--- src/rtl/seg_pkg.sv ---
// seg_pkg: shared definitions for the seven-segment scan display.
// Holds the active-low glyphs ({A,B,C,D,E,F,G} with A at bit 6), the blank
// pattern, and hex_to_seg, which turns a 4-bit value into its glyph.
package seg_pkg;

    localparam logic [6:0] SEG_BLANK = 7'b1111111;

    localparam logic [6:0] SEG_0 = 7'b0000001;
    localparam logic [6:0] SEG_1 = 7'b1001111;
    localparam logic [6:0] SEG_2 = 7'b0010010;
    localparam logic [6:0] SEG_3 = 7'b0000110;
    localparam logic [6:0] SEG_4 = 7'b1001100;
    localparam logic [6:0] SEG_5 = 7'b0100100;
    localparam logic [6:0] SEG_6 = 7'b0100000;
    localparam logic [6:0] SEG_7 = 7'b0001111;
    localparam logic [6:0] SEG_8 = 7'b0000000;
    localparam logic [6:0] SEG_9 = 7'b0000100;
    localparam logic [6:0] SEG_A = 7'b0001000;
    localparam logic [6:0] SEG_B = 7'b1100000;
    localparam logic [6:0] SEG_C = 7'b0110001;
    localparam logic [6:0] SEG_D = 7'b1000010;
    localparam logic [6:0] SEG_E = 7'b0110000;
    localparam logic [6:0] SEG_F = 7'b0111000;

    // Lower-case b and d keep 8 and B, and 0 and D, distinguishable.
    function automatic logic [6:0] hex_to_seg(input logic [3:0] hex);
        logic [6:0] glyph;
        case (hex)
            4'h0:    glyph = SEG_0;
            4'h1:    glyph = SEG_1;
            4'h2:    glyph = SEG_2;
            4'h3:    glyph = SEG_3;
            4'h4:    glyph = SEG_4;
            4'h5:    glyph = SEG_5;
            4'h6:    glyph = SEG_6;
            4'h7:    glyph = SEG_7;
            4'h8:    glyph = SEG_8;
            4'h9:    glyph = SEG_9;
            4'hA:    glyph = SEG_A;
            4'hB:    glyph = SEG_B;
            4'hC:    glyph = SEG_C;
            4'hD:    glyph = SEG_D;
            4'hE:    glyph = SEG_E;
            default: glyph = SEG_F;
        endcase
        return glyph;
    endfunction

endpackage

--- src/rtl/seg_decoder.sv ---
// seg_decoder: combinational hex-to-glyph decoder.
// Ports:
//   hex  in   4-bit value
//   seg  out  active-low cathode pattern {A..G}, A at seg[6]
module seg_decoder
    import seg_pkg::*;
(
    input  logic [3:0] hex,
    output logic [6:0] seg
);

    assign seg = hex_to_seg(hex);

endmodule

--- src/rtl/seg_scan_display.sv ---
// seg_scan_display: multiplexed seven-segment controller.
// A bank of NUM_DIGITS hex registers is written by index. The common anodes
// are scanned on their own, one slot of REFRESH_DIV cycles per digit. The
// first cycle of every slot is blanked so the previous digit does not ghost
// onto the next anode. The pin outputs are registered.
// Ports:
//   clk    in   system clock, rising edge
//   reset  in   asynchronous reset, active low
//   num    in   hex value to store
//   sel    in   digit index for the write
//   write  in   store num into digit sel
//   clear  in   mark all digits blank (values are kept)
//   an     out  anode enables, active low, one-hot while lit
//   seg    out  cathodes, active low, {A..G} with A at seg[6]
module seg_scan_display
    import seg_pkg::*;
#(
    parameter int NUM_DIGITS  = 8,
    parameter int REFRESH_DIV = 100000,
    parameter int SEL_W       = (NUM_DIGITS > 1) ? $clog2(NUM_DIGITS) : 1
) (
    input  logic                  clk,
    input  logic                  reset,
    input  logic [3:0]            num,
    input  logic [SEL_W-1:0]      sel,
    input  logic                  write,
    input  logic                  clear,
    output logic [NUM_DIGITS-1:0] an,
    output logic [6:0]            seg
);

    localparam int CNT_W = $clog2(REFRESH_DIV);

    logic [CNT_W-1:0]      cnt_q, cnt_d;
    logic [SEL_W-1:0]      ptr_q, ptr_d;
    logic [3:0]            value_q [NUM_DIGITS];
    logic [3:0]            value_d [NUM_DIGITS];
    logic [NUM_DIGITS-1:0] valid_q, valid_d;
    logic [NUM_DIGITS-1:0] an_q, an_d;
    logic [6:0]            seg_q, seg_d;
    logic [6:0]            glyph;

    // One decoder serves every digit: only the digit under the pointer is shown.
    seg_decoder u_decoder (
        .hex (value_q[ptr_q]),
        .seg (glyph)
    );

    // Scan timing. The slot counter runs freely. The pointer moves on to the
    // next digit each time the counter wraps.
    always_comb begin
        cnt_d = cnt_q + CNT_W'(1);
        ptr_d = ptr_q;
        if (cnt_q == CNT_W'(REFRESH_DIV - 1)) begin
            cnt_d = '0;
            if (ptr_q == SEL_W'(NUM_DIGITS - 1)) begin
                ptr_d = '0;
            end else begin
                ptr_d = ptr_q + SEL_W'(1);
            end
        end
    end

    // Digit storage. Clear is applied before write, so a write on the same
    // edge leaves exactly one valid digit. An index past the last digit is
    // dropped.
    always_comb begin
        value_d = value_q;
        valid_d = valid_q;
        if (clear) begin
            valid_d = '0;
        end
        if (write && (int'(sel) < NUM_DIGITS)) begin
            value_d[sel] = num;
            valid_d[sel] = 1'b1;
        end
    end

    // Next pin state. Cycle 0 of each slot is the ghost guard. After that,
    // the selected anode is pulled low and the digit's glyph is driven, or the
    // cathodes stay blank if the digit is invalid.
    always_comb begin
        an_d  = '1;
        seg_d = SEG_BLANK;
        if (cnt_q != '0) begin
            an_d  = ~(NUM_DIGITS'(1) << ptr_q);
            seg_d = valid_q[ptr_q] ? glyph : SEG_BLANK;
        end
    end

    // All state is held here. Reset turns every pin off at once.
    always_ff @(posedge clk or negedge reset) begin
        if (!reset) begin
            cnt_q   <= '0;
            ptr_q   <= '0;
            value_q <= '{default: '0};
            valid_q <= '0;
            an_q    <= '1;
            seg_q   <= SEG_BLANK;
        end else begin
            cnt_q   <= cnt_d;
            ptr_q   <= ptr_d;
            value_q <= value_d;
            valid_q <= valid_d;
            an_q    <= an_d;
            seg_q   <= seg_d;
        end
    end

    assign an  = an_q;
    assign seg = seg_q;

endmodule

--- config.mk ---
export PLATFORM = sky130hd
export DESIGN_NAME = seg_scan_display
export DESIGN_NICKNAME = d
export VERILOG_FILES = /design/src/rtl/seg_pkg.sv /design/src/rtl/seg_decoder.sv /design/src/rtl/seg_scan_display.sv
export SDC_FILE = /design/constraint.sdc
export NUM_CORES = 1
export LEC_CHECK = 0
export ABC_AREA = 0
export CAP_MARGIN = 20
export CORE_MARGIN = 4
export CORE_UTILIZATION = 30
export CTS_CLUSTER_SIZE = 40
export DETAILED_ROUTE_END_ITERATION = 8
export PLACE_DENSITY = 0.57
export REMOVE_ABC_BUFFERS = 1
export SLEW_MARGIN = 20
export SYNTH_ARGS = -nofsm -noshare
export SYNTH_HDL_FRONTEND = slang
export SYNTH_SLANG_ARGS = --single-unit
--- constraint.sdc ---
create_clock -name clk -period 3.22 [get_ports clk]
set_input_delay 0.805 -clock clk [delete_from_list [all_inputs] [get_ports clk]]
set_output_delay 0.805 -clock clk [all_outputs]
set_load 0.02 [all_outputs]
## Word level (Yosys, flattened, before mapping)

Memory sizes are Yosys's and may differ from the RTL's.
Cells that the tools add are included.

- Bits of input ports: 11
- Flip-flop bits (word level): 75
- Word-level logic and storage cells: 49
- Memories: 1
- Output and inout bits: 15
- ROM bits: 112

- Equality and inequality tests: 2
- Add/subtract/negate cells: 2
- Mux-type cells: 17
- Bitwise operators: 4
- Shift operators: 1
- Reduce and logical (&&, ||, !) cells: 3
- Magnitude comparators: 6

Memory list:

| memory | words | width | read ports | clocked after Yosys merged registers in | wr ports | RTL line | RTL |
|---|---|---|---|---|---|---|---|
| (no name shown) | 16 | 7 | 1 | 0 | 0 | seg_pkg.sv:28 | `case (hex)` |

Operator list:

| operator | number |
|---|---|
| bitwise mux 32 bit | 1 |
| 2-to-1 mux 8 bit | 3 |
| adder 17 x 1 -> 17 bit (second input constant) | 1 |
| == test 17 bit (second input constant) | 1 |
| 2-to-1 mux 17 bit | 1 |
| nonzero test 17 bit | 1 |
| 2-to-1 mux 7 bit | 2 |
| binary-select mux 4 bit (select 3 bit) | 1 |
| demux 4 bit (select 3 bit) | 1 |
| 2-to-1 mux 4 bit | 3 |
| greater-or-equal comparator 4 bit (second input constant) | 2 |
| less-than comparator 3 x 4 -> 1 bit (second input constant) | 2 |
| inverter 3 -> 4 bit | 2 |
| inverter 8 bit | 1 |
| OR 8 bit | 1 |
| << shifter 1 x 3 -> 8 bit (first input constant) | 1 |
| less-than comparator 4 x 1 -> 1 bit (second input constant) | 1 |
| adder 3 x 1 -> 3 bit (second input constant) | 1 |
| binary-select mux 1 bit (select 3 bit) | 1 |
| demux 1 bit (select 3 bit) | 1 |
| == test 3 bit (second input constant) | 1 |
| greater-or-equal comparator 3 x 1 -> 1 bit (second input constant) | 1 |
| 2-to-1 mux 3 bit | 1 |
| logical AND 1 bit | 2 |
| 2-to-1 mux 1 bit | 2 |

## Logic depth before layout (Yosys ltp)

An unclocked memory read counts as a cell.

- Depth after elaboration: 7
- Gate-level depth with buffers: 9

## Cells and area by module

From an unflattened synthesis, not the netlist that was laid out.

- Cell total of the unflattened synthesis: 288
- Area total of the unflattened synthesis: 3639.7 µm²

By module, submodules not included:

| module | sequential area each (µm²) | cells an instance | area each (µm²) | instances |
|---|---|---|---|---|
| seg_scan_display | 1895.6 | 255 | 3370.7 | 1 |
| seg_decoder | 0.0 | 33 | 269.0 | 1 |

## Worst setup path after synthesis

Ideal clock, no wire load.

- Kind: reg2reg
- From: register ptr_q[0]
- To: register seg_q[6], in the netlist seg[6]
- Path buffers: 1
- Library setup time: 0.098 ns
- Path slack: 0.935 ns
- Data arrival time: 2.187 ns
- Clock period less this slack: 2.285 ns
- Stages on the path, launching flop included: 10
- Path through: dfrtp_1 > buf_6 > mux4_1 > nand2_1 > and2_1 > inv_1 > ha_1 > or3b_1 > o21ai_1 > o21ai_1

- Longest elaborated chain between the ends: 7
- Elaborated cells between the ends (all ways): 9

Ends and longest elaborated chain:

| what | RTL line | RTL |
|---|---|---|
| start, declared | seg_scan_display.sv:35 | `logic [SEL_W-1:0] ptr_q, ptr_d;` |
| start signal, assigned | seg_scan_display.sv:102 | `ptr_q <= ptr_d;` |
| inverter 3 -> 4 bit (not written as such) | seg_scan_display.sv:45 | `.hex (value_q[ptr_q]),` |
| binary-select mux 4 bit (select 3 bit) | seg_scan_display.sv:45 |  |
| 2-to-1 mux 4 bit (not written as such) (2 in series) | seg_scan_display.sv:45 |  |
| memory read (16 x 7 bit) | n/a |  |
| 2-to-1 mux 7 bit (*) | seg_scan_display.sv:87 | `seg_d = valid_q[ptr_q] ? glyph : SEG_BLANK;` |
| 2-to-1 mux 7 bit (*) | seg_scan_display.sv:85 | `if (cnt_q != '0) begin` |
| via seg_d[6] | seg_scan_display.sv:40 | `logic [6:0] seg_q, seg_d;` |
| end signal, assigned | seg_scan_display.sv:106 | `seg_q <= seg_d;` |
| end, declared | seg_scan_display.sv:40 |  |

The timed path passes the listed nets; every way through them passes the cells marked *. The select of a mux whose other input is x is not followed.
A chain may end at the register's enable or synchronous reset.

## Final worst setup path

Ends and elaborated chain as after synthesis.

==> results.yml <==
final_layout:
  area_growth_syn_to_layout_pct: 20.8
  post-route-util_pct: 37.2
  nets: 331
  count_of_antenna_diodes_in_the_layout: 0
  final_layout_size_suffix_gt1_share_pct: 26.5
synthesis:
  netlist.area_leader.share_pct: 42.3
  yosys_warns: 0
  synth-seq-cells: 75
  syn_inst: 270
  post_synth_instance_area_um2: 3550
  asyncSetResetFlopFracSynth_pct: 100
  yosys-top-cells-count: "sky130_fd_sc_hd__dfrtp_1, sky130_fd_sc_hd__mux2_2, sky130_fd_sc_hd__nand2_1"
  synth_top_family_by_area: "multiplexers"
  synth_compound_gate_area_share_pct: 4.09
  synth.mux.area_fraction_pct: 20.0
  synth-simple-area-share_pct: 11.1
  synthAdderAreaFrac_pct: 4.93
  ys_seq_area_share_pct: 53.4
  ys_dominant_reg_cell: "sky130_fd_sc_hd__dfrtp_1"
  cells_taking_the_most_area_after_synthesis: "sky130_fd_sc_hd__dfrtp_1, sky130_fd_sc_hd__dfstp_2, sky130_fd_sc_hd__mux2_2"
  synthDominantAreaCellType: "sky130_fd_sc_hd__dfrtp_1"
  synthesis.area_per_instance_um2: 13.1
  yosysMostFrequentCell: "sky130_fd_sc_hd__dfrtp_1"
  synth_edf_count: 0
  synthDistinctLibCells: 45
  synth_xor_xnor_area_share_pct: 3.70
global_route:
  first_global_vias: 2275
  largest_net_degree_at_the_start_of_global_routing: 76
  grt_residual_overflow: 0
  grt_use_total_pct: 10.8
  wire_length_of_the_first_global_routing_pass_um: 11200
  grt_antenna_before_repair: 0
placement:
  dp_slack_ns: 0.689
  numPortBuffers: 25
  hpwlAfterDp_um: 4560
  place.gp.congestion: 0.794
clock_network:
  cts_buffers: 9
  clock_latency_ns: 0.33
  cts_max_level: 3
  cts_tree: "built"
  cts.hold.buffers_added: 0
  root_buffer_selected_by_cts: "sky130_fd_sc_hd__clkbuf_16"
  cts_setup_buffers: 0
  worst_setup_hold_path_clk_slew_ns: 0.06
  clock_sink_count: 75
  buffer_levels_on_the_longest_clock_path: 2
  cts_repair_resize_count: 0
worst_setup_path:
  worst-path-buf-inv: 1
  timing.reg2reg.setup_slack_ns: 0.72
  data_arrival_time_of_the_critical_path_ns: 2.73
  crit_type: "reg2reg"
  path_max_fanout: 9
  critPathRequiredTime_ns: 3.45
  critPathLaunchType: "flip-flop"
  crit_cells: 7
  worst_path_dominant_cell_family: "multiplexers"
  path_common_cell: "sky130_fd_sc_hd__o21ai_1"
  worstRegToRegCells: 7
  crit_path_top_delay_cell: "sky130_fd_sc_hd__dfrtp_1"
  timing.critical_path.cells: "buf_4, mux4_2, mux2_4, ha_1, or3b_1, o21ai_1, o21ai_1"
  cp-end-kind: "flip-flop"
  critical-path-max-stage-delay_ns: 0.58
timing:
  skew_ns: 0.00564
  achievable-frequency_ghz: 0.400
  setup_violations: 0
  post-route-period-util_pct: 77.6
  finalMaxSlewViolations: 0
  rsz0062_at_grt: "no"
  timing.max_slew.rel_slack_pct: 37.6
  finalHoldViolCount: 0
  worst_pin_slew_ns: 0.936
  final_period_minus_worst_setup_slack_ns: 2.50
  final_critical_path_setup_slack_ns: 0.722
  final.setup.tns_ns: 0
min_path:
  worstHoldPathType: "reg2reg"
  holdPathStages: 1
floorplanning:
  floorplan.io_pins: 26
  initial_core_utilization_pct: 30.8
  chipWidth_um: 117
  fp-row-count: 39
  core_area_um2: 11500
  vert_die_dim_um: 117
  die_area_um2: 13600
run:
  cap_violations: 0
route:
  drt-wirelength-per-cell_um: 14.8
  drt-vias-per-instance: 4.82
  detail_route.drc_violations: 0
  route.vias.total: 2185
  first_pass_iters: 4
  detailedRoute.firstIterationViolations: 91
  detail-route-antenna-nets: 0
  wirelength_um: 6680
power:
  power.density_cell_area_nw_per_um2: 569
  internal_power_mw: 1.87
  p_switching_mw: 0.571
  irDropWorstVdd_mv: 0.220
  power.share.clock_pct: 41.2
  sequentialPowerShare_pct: 44.9
  combPwrFrac_pct: 13.9
  switching_share_pct: 23.4
  power.leakage_nw: 1.84
status:
  run_status: "complete, no violations"
kinds of logic (layout without fill, tap and decap cells):
logic type      count (synthesis)  after routing
flops                          75             75
fa+ha+maj                      14             14
buf+inv                        21             61
compound gates                 21             21
mux                            51             51
xor+xnor                       15             15
simple gates                   73             73
layout make-up:
cell class | instances | area, um2
clock inverter | 4 | 50.0
sequential | 75 | 1900
fill | 1114 | 7230
tap | 143 | 179
clock buffer | 11 | 253
multi-input combinational | 174 | 1560
inverter | 14 | 52.6
timing repair buffer | 32 | 300
per-stage QoR:
step	instances	instance area [um2]	total power [mW]	hold slack, ns
final	453	4290	2.44	0.471
after global routing	453	4290	2.56	0.496
after CTS	453	4290	2.48	0.472
after detailed placement	438	3990	1.45	0.459
after global placement	438	3990	1.45	0.450
after floorplan	263	3510	1.33	0.441
worst paths after layout:
kind / from / to
setup / recovery: ptr_q[0]$_DFFE_PN0N_ / seg[6]$_DFF_PN1_
setup reg to reg: ptr_q[0]$_DFFE_PN0N_ / seg[6]$_DFF_PN1_
max in group asynchronous: reset / valid_q[7]$_DFF_PN0_
min in group asynchronous: reset / value_q[2]$_DFFE_PN0P_
hold reg to reg: valid_q[2]$_DFF_PN0_ / valid_q[2]$_DFF_PN0_
hold / removal: valid_q[2]$_DFF_PN0_ / valid_q[2]$_DFF_PN0_
routing by layer:
layer	share of wire, %	global-route usage, %	vias up	wire (um)
met2	45	16.2	34	3020
met4	1.6	4.13	0	106
met5	0	0	-	0
met3	3.2	3.70	8	213
met1	50	14.6	1101	3340
li1	-	-	1042	-
state kept, by name, summed over array words and instances (netlist names):
name / cells
an: 8
cnt_q: 17
ptr_q: 3
seg: 7
valid_q: 8
value_q: 32
placed cells by master, fill, tap and decap left out, types with 2 or more instances in the layout:
master,count
sky130_fd_sc_hd__a21o_1,4
sky130_fd_sc_hd__and2_1,2
sky130_fd_sc_hd__and4_1,4
sky130_fd_sc_hd__buf_4,8
sky130_fd_sc_hd__clkbuf_16,9
sky130_fd_sc_hd__clkbuf_8,2
sky130_fd_sc_hd__clkdlybuf4s50_1,24
sky130_fd_sc_hd__clkinvlp_4,2
sky130_fd_sc_hd__dfrtp_1,60
sky130_fd_sc_hd__dfstp_2,15
sky130_fd_sc_hd__ha_1,14
sky130_fd_sc_hd__inv_1,13
sky130_fd_sc_hd__mux2_2,33
sky130_fd_sc_hd__mux2_4,2
sky130_fd_sc_hd__mux2i_1,5
sky130_fd_sc_hd__mux4_1,6
sky130_fd_sc_hd__mux4_2,4
sky130_fd_sc_hd__nand2_1,20
sky130_fd_sc_hd__nand3_1,9
sky130_fd_sc_hd__nand4_1,6
sky130_fd_sc_hd__nand4b_1,3
sky130_fd_sc_hd__nor2_1,13
sky130_fd_sc_hd__nor3_1,3
sky130_fd_sc_hd__nor3b_1,3
sky130_fd_sc_hd__o211ai_1,2
sky130_fd_sc_hd__o21ai_0,4
sky130_fd_sc_hd__o21ai_1,5
sky130_fd_sc_hd__o221ai_1,2
sky130_fd_sc_hd__xnor2_1,10
sky130_fd_sc_hd__xor2_1,5
power groups by stage:
stage               combinational (mW)  clock (mW)  sequential [mW]
detailed placement               0.342           0             1.11
floorplan                        0.228           0             1.10
global placement                 0.332           0             1.12
global route                     0.374        1.08             1.11
finish                           0.339        1.01             1.10
CTS                              0.343        1.04             1.10
(Power assumes the default switching activity.)
